--- src/rtl/sha256_pkg.sv ---
// Shared definitions for the simplified SHA-256 core and its downstream stages.
// Holds the memory interface widths, the target-check FSM states and the result word layout.
package sha256_pkg;

  localparam int unsigned ADDR_W = 16;
  localparam int unsigned DATA_W = 32;
  localparam int unsigned IDX_W  = 4;

  // Result word bit positions
  localparam int unsigned BELOW        = 0;
  localparam int unsigned EQUAL        = 1;
  localparam int unsigned DIFF_IDX_LSB = 8;

  typedef enum logic [2:0] {
    StIdle,
    StRdH,
    StRdT,
    StCmp,
    StWrite,
    StDone
  } state_e;

  function automatic logic [DATA_W-1:0] pack_result(input logic [IDX_W-1:0] diff_idx,
                                                    input logic             equal,
                                                    input logic             below);
    logic [DATA_W-1:0] word;
    word                              = '0;
    word[DIFF_IDX_LSB +: IDX_W]       = diff_idx;
    word[EQUAL]                       = equal;
    word[BELOW]                       = below;
    return word;
  endfunction

endpackage

--- src/rtl/sha256_target_check.sv ---
// Compares a stored digest against a difficulty target as 256-bit big-endian numbers
// and writes a single result word back to the shared word-addressed memory.
module sha256_target_check
  import sha256_pkg::*;
#(
  parameter int unsigned NUM_WORDS = 8
) (
  input  logic              clk,
  input  logic              reset_n,
  input  logic              start,
  input  logic [ADDR_W-1:0] hash_addr,
  input  logic [ADDR_W-1:0] target_addr,
  input  logic [ADDR_W-1:0] result_addr,
  output logic              done,
  output logic              busy,
  output logic              below_target,
  output logic              hash_equal,
  output logic              mem_clk,
  output logic              mem_we,
  output logic [ADDR_W-1:0] mem_addr,
  output logic [DATA_W-1:0] mem_write_data,
  input  logic [DATA_W-1:0] mem_read_data
);

  localparam logic [IDX_W-1:0] LastIdx = IDX_W'(NUM_WORDS - 1);
  localparam logic [IDX_W-1:0] NumIdx  = IDX_W'(NUM_WORDS);

  state_e state_q, state_d;

  logic [ADDR_W-1:0] hash_addr_q, target_addr_q, result_addr_q;
  logic [IDX_W-1:0]  idx_q, diff_idx_q;
  logic [DATA_W-1:0] h_word_q;
  logic              below_q, equal_q;

  logic h_lt_t, h_gt_t, last_word;

  assign mem_clk   = clk;
  // In CMP the target word is on the read bus, the digest word was captured in RD_T
  assign h_lt_t    = h_word_q < mem_read_data;
  assign h_gt_t    = h_word_q > mem_read_data;
  assign last_word = idx_q == LastIdx;

  always_ff @(posedge clk or negedge reset_n) begin
    if (!reset_n) begin
      state_q <= StIdle;
    end else begin
      state_q <= state_d;
    end
  end

  always_comb begin
    state_d = state_q;
    unique case (state_q)
      StIdle:  if (start) state_d = StRdH;
      StRdH:   state_d = StRdT;
      StRdT:   state_d = StCmp;
      StCmp: begin
        if (h_lt_t || h_gt_t || last_word) begin
          state_d = StWrite;
        end else begin
          state_d = StRdH;
        end
      end
      StWrite: state_d = StDone;
      StDone:  state_d = StIdle;
      default: state_d = StIdle;
    endcase
  end

  always_comb begin
    busy           = state_q != StIdle;
    done           = 1'b0;
    mem_we         = 1'b0;
    mem_addr       = hash_addr_q;
    mem_write_data = '0;
    unique case (state_q)
      StRdH: mem_addr = hash_addr_q + ADDR_W'(idx_q);
      StRdT: mem_addr = target_addr_q + ADDR_W'(idx_q);
      StWrite: begin
        mem_we         = 1'b1;
        mem_addr       = result_addr_q;
        mem_write_data = pack_result(diff_idx_q, equal_q, below_q);
      end
      StDone:  done = 1'b1;
      default: ;
    endcase
  end

  always_ff @(posedge clk or negedge reset_n) begin
    if (!reset_n) begin
      hash_addr_q   <= '0;
      target_addr_q <= '0;
      result_addr_q <= '0;
      idx_q         <= '0;
      diff_idx_q    <= '0;
      h_word_q      <= '0;
      below_q       <= 1'b0;
      equal_q       <= 1'b0;
      below_target  <= 1'b0;
      hash_equal    <= 1'b0;
    end else begin
      unique case (state_q)
        StIdle: begin
          hash_addr_q   <= hash_addr;
          target_addr_q <= target_addr;
          result_addr_q <= result_addr;
          idx_q         <= '0;
          // Previous verdict stays visible until a new run is accepted
          if (start) begin
            below_target <= 1'b0;
            hash_equal   <= 1'b0;
          end
        end
        StRdT: h_word_q <= mem_read_data;
        StCmp: begin
          if (h_lt_t) begin
            below_q    <= 1'b1;
            equal_q    <= 1'b0;
            diff_idx_q <= idx_q;
          end else if (h_gt_t) begin
            below_q    <= 1'b0;
            equal_q    <= 1'b0;
            diff_idx_q <= idx_q;
          end else if (last_word) begin
            below_q    <= 1'b0;
            equal_q    <= 1'b1;
            diff_idx_q <= NumIdx;
          end else begin
            idx_q <= idx_q + 1'b1;
          end
        end
        StWrite: begin
          below_target <= below_q;
          hash_equal   <= equal_q;
        end
        default: ;
      endcase
    end
  end

endmodule

--- config.mk ---
export PLATFORM = sky130hd
export DESIGN_NAME = sha256_target_check
export DESIGN_NICKNAME = d
export VERILOG_FILES = /design/src/rtl/sha256_pkg.sv /design/src/rtl/sha256_target_check.sv
export SDC_FILE = /design/constraint.sdc
export NUM_CORES = 1
export LEC_CHECK = 0
export BUFFER_PORTS_ARGS = -buffer_cell sky130_fd_sc_hd__buf_4
export CAP_MARGIN = 15
export CORE_AREA = 2 2 128 130
export DETAILED_ROUTE_END_ITERATION = 10
export DIE_AREA = 0 0 130 132
export GPL_TIMING_DRIVEN = 0
export HOLD_SLACK_MARGIN = 0.05
export SLEW_MARGIN = 20
export SYNTH_ARGS = -nofsm -noshare
export SYNTH_HDL_FRONTEND = slang
export SYNTH_SLANG_ARGS = --single-unit
export TNS_END_PERCENT = 30
--- constraint.sdc ---
create_clock -name clk -period 10 [get_ports clk]
set_input_delay 2.5 -clock clk [delete_from_list [all_inputs] [get_ports clk]]
set_output_delay 2.5 -clock clk [all_outputs]
set_load 0.05 [all_outputs]
**After elaboration in Yosys (flattened, before gate mapping)**

Cells that the tools add are included.

- Register bits after elaboration: 95
- Latch bits: 0
- RAM bits: 0
- Bits in read-only memories: 0
- Bits of input ports: 83
- Output and inout bits: 54
- Memories kept: 0

- Add/subtract/negate cells: 3
- $mul: 0
- Divide/modulo/power cells: 0
- $lt $le $gt $ge: 2
- Equality and inequality tests: 10
- Shift-type cells: 0
- Muxes and demuxes: 23
- Bitwise operators: 0
- Reductions and logical operators: 10

Operator list:

| cell | count |
|---|---|
| $pmux 16 s3 | 1 |
| $add 16x4->16 | 2 |
| $gt 32x32->1 | 1 |
| $lt 32x32->1 | 1 |
| $mux 4 | 6 |
| $pmux 3 s5 | 1 |
| $mux 12 | 1 |
| $mux 1 | 9 |
| $ne 2x2->1 const B | 4 |
| $pmux 4 s2 | 1 |
| $eq 3x2->1 const B | 2 |
| $eq 3x3->1 const B | 2 |
| $mux 3 | 2 |
| $reduce_bool 3->1 | 2 |
| $add 4x1->4 const B | 1 |
| $eq 4x3->1 const B | 1 |
| $pmux 1 s2 | 2 |
| $reduce_and 2->1 | 2 |
| $reduce_and 4->1 | 1 |
| $reduce_bool 2->1 | 2 |
| $eq 3x1->1 const B | 1 |
| $logic_not 3->1 | 1 |
| $logic_or 1x1->1 | 2 |

**Logic depth before layout (Yosys ltp)**

- Word-level depth: 5
- Depth in mapped cells: 16
- Gate-level depth less buffers: 12

==> flow_summary_export.csv <==
group,metric,value,unit
power_and_ir_drop,p_int,1.32,mW
power_and_ir_drop,p_per_area,348,mW/mm²
sta,hold_viol_final,0,
finish,syn2layout_area_growth,29.2,%
logic_synthesis,synth_top_family_by_area,"simple AND/OR/NAND/NOR gates",
floorplan,initial_utilization,0.348,
setup_path,arrival,5540,ps
floorplan,die_y,132,µm
sta,relSlewSlack,0.400,
routing,via_count,4489,
routing,drt_iter0_markers,281,
power_and_ir_drop,p_sw_frac,0.464,
cts,clk_latency,460,ps
grt,grt_usage,0.169,
grt,overflow,0,
flow_run,maxCapViolCount,0,
logic_synthesis,ys_seq_elements,95,
setup_path,r2r-end,"idx_q[1]",
finish,post-route-util,0.449,
setup_path,rrSetupSlack,7210,ps
finish,n_antenna_cell,0,
setup_path,critPathMaxFanout,2,
placed_design,dp_hpwl,10500,µm
logic_synthesis,yosys_warnings,0,
routing,ant_nets,0,
finish,num-nets-final,863,
routing,wl,13900,µm
grt,grt_pass1_vias,4542,
logic_synthesis,async_reset_ff_frac,1.00,
sta,finClkSkew,4.76,ps
setup_path,crit_start,"clk",
setup_path,critPathLaunchType,"clock port",
floorplan,rows,46,
setup_path,r2r_cells,8,
grt,grt_max_degree,96,
logic_synthesis,synthMuxAreaShare,0.100,
floorplan,die_w,130,µm
sta,slew_violations,0,
floorplan,die_area,0.0172,mm²
logic_synthesis,synth_cell_type_count,48,
power_and_ir_drop,p_sw,1.14,mW
routing,drc,0,
power_and_ir_drop,ir_worst_vdd,0.000347,V
routing,via_per_inst,4.66,
grt,grt_pass1_wl,22400,µm
setup_path,worstPathRequired,7500,ps
logic_synthesis,synth-main-ff-cell,"dfrtp_1",
cts,ctsHoldBuffers,0,
power_and_ir_drop,pwr-share-comb,0.536,
power_and_ir_drop,clock_power_share,0.188,
floorplan,io_pins,137,
logic_synthesis,synth_compound_area_frac,0.0951,
logic_synthesis,synthAdderAreaFrac,0.0884,
logic_synthesis,avgSynthCellArea,9.21,µm²
setup_path,critPathCaptureType,"output port",
sta,tightestPinTransition,899,ps
cts,cts_tree,"yes",
routing,drt_first_pass_iters,4,
sta,rsz0062_at_grt,"no",
finish,drive_gt1_frac,0.270,
sta,worst_hold_slack,482,ps
placed_design,preCtsSetupSlack,2220,ps
floorplan,core_region_area,0.0157,mm²
placed_design,io_buffers,110,
setup_path,setup.worst_path.end,"mem_clk",
power_and_ir_drop,leakage,3.68,nW
grt,antenna_found_initial,0,
logic_synthesis,synth-xor-area-share,0.0208,
cts,postCtsSetupRepairBufs,0,
logic_synthesis,synth-simple-area-share,0.177,
power_and_ir_drop,pwr-share-seq,0.276,
sta,setup_tns,0,ps
logic_synthesis,synth_edf_count,0,
sta,fin_ws,1960,ps
logic_synthesis,syn-instance-count,593,
hold_path,hp-class,"flip-flop to flip-flop",
setup_path,r2r_start,"h_word_q[31]",
cts,clk_pin_slew,60,ps
sta,setup_violations,0,
cts,cts_resized,0,
setup_path,critical_path_class,"clock port to output port",
placed_design,place_congestion,0.828,
logic_synthesis,synth-seq-area-share,0.435,
status,status,"complete, no violations",
logic_synthesis,syn_area,0.00546,mm²
routing,wl_per_cell,14.5,µm
-- cells by family (layout without fill, tap and decap cells) --
| logic type | after synthesis | count (layout) |
|---|---|---|
| and+or+nand+nor | 223 | 223 |
| DFF | 95 | 95 |
| buffers and inverters | 91 | 220 |
| AOI/OAI and AO/OA | 82 | 82 |
| muxes | 50 | 50 |
| adders and majority gates | 38 | 38 |
| xor gates and xnor gates | 13 | 13 |
| other | 1 | 26 |
-- registers in the layout (all words and copies together) (netlist names) --
name / cells
below_target: 1
result_addr_q: 16
idx_q: 4
hash_addr_q: 16
hash_equal: 1
below_q: 1
diff_idx_q: 4
state_q: 3
target_addr_q: 16
h_word_q: 32
equal_q: 1
-- layer usage --
metal,global-route usage,share of wire,vias to the layer above
met5,0,0,-
met4,0.0759,0.021,0
met3,0.0292,0.037,15
met2,0.275,0.49,105
met1,0.218,0.45,2139
li1,-,-,2230
-- stage by stage --
stage                     area, µm²  total power [mW]  cells
after floorplan                5560              1.63    618
after global placement         6650              2.00    944
after detailed placement       6660              2.03    944
after CTS                      7060              2.48    963
after global routing           7060              2.63    963
final                          7060              2.46    963
-- power by group through the flow --
stage | clock network (mW) | logic, mW | registers, mW
3_3_place_gp | 0.0272 | 1.30 | 0.674
2_1_floorplan | 0.0216 | 0.959 | 0.653
5_1_grt | 0.490 | 1.44 | 0.702
4_1_cts | 0.472 | 1.33 | 0.679
6_report | 0.461 | 1.32 | 0.678
3_5_place_dp | 0.0272 | 1.32 | 0.685
-- worst max-delay path, cell delays in order --
cell       delay [ps]
clkbuf_16         120
clkbuf_16         130
buf_4             110
buf_4             180
-- cell usage in the layout, fill, tap and decap left out, types with 10 or more instances in the layout --
| cell | count |
|---|---|
| ha_1 | 37 |
| buf_4 | 137 |
| nor2_1 | 15 |
| a22oi_1 | 16 |
| mux2i_1 | 13 |
| clkbuf_1 | 15 |
| conb_1 | 26 |
| clkbuf_16 | 12 |
| nand2_1 | 163 |
| a21oi_1 | 21 |
| o21ai_0 | 22 |
| dfrtp_1 | 95 |
| inv_1 | 40 |
| mux2_2 | 37 |
| xor2_1 | 10 |
-- synth_stat cells (2+ instances only) --
| cell | instances | area, µm² |
|---|---|---|
| nand4_1 | 9 | 56.3 |
| xnor2_1 | 3 | 26.3 |
| buf_2 | 3 | 15.0 |
| buf_4 | 28 | 210 |
| nand2b_1 | 5 | 31.3 |
| xor2_1 | 10 | 87.6 |
| nor3b_1 | 2 | 15.0 |
| nand2_1 | 163 | 612 |
| and3_1 | 7 | 43.8 |
| ha_1 | 37 | 463 |
| a211o_1 | 2 | 17.5 |
| a21o_1 | 7 | 52.6 |
| dfrtp_1 | 95 | 2380 |
| o21ai_0 | 22 | 110 |
| a221o_1 | 2 | 20.0 |
| a22o_1 | 3 | 26.3 |
| o21a_1 | 2 | 15.0 |
| mux2_2 | 37 | 417 |
| nor2_1 | 15 | 56.3 |
| buf_1 | 3 | 11.3 |
| a21oi_1 | 21 | 105 |
| nand3_1 | 5 | 25.0 |
| mux2i_1 | 13 | 130 |
| inv_1 | 40 | 150 |
| clkbuf_1 | 15 | 56.3 |
| nor3_1 | 4 | 20.0 |
| a22oi_1 | 16 | 120 |
| nor4_1 | 3 | 18.8 |
| o21ai_1 | 2 | 10.0 |
-- area by class of cell --
class | count | area, µm²
Fill cell | 1580 | 8650
Multi-Input combinational cell | 432 | 2730
Sequential cell | 95 | 2380
Timing Repair Buffer | 109 | 822
Clock buffer | 18 | 377
Buffer | 50 | 298
Tap cell | 216 | 270
Inverter | 41 | 154
Clock inverter | 2 | 35.0
-- worst min-delay path by stage --
stage,startpoint,endpoint,slack (ps),depth (start not counted)
4_1_cts,target_addr_q[4],target_addr_q[4],480,2
5_1_grt,result_addr_q[7],result_addr_q[7],500,2
6_report,target_addr_q[1],target_addr_q[1],480,2
2_1_floorplan,target_addr_q[0],target_addr_q[0],440,2
3_3_place_gp,target_addr_q[0],target_addr_q[0],460,2
3_5_place_dp,target_addr_q[1],target_addr_q[1],460,2
Note: power is estimated with default switching activity, not from simulation.
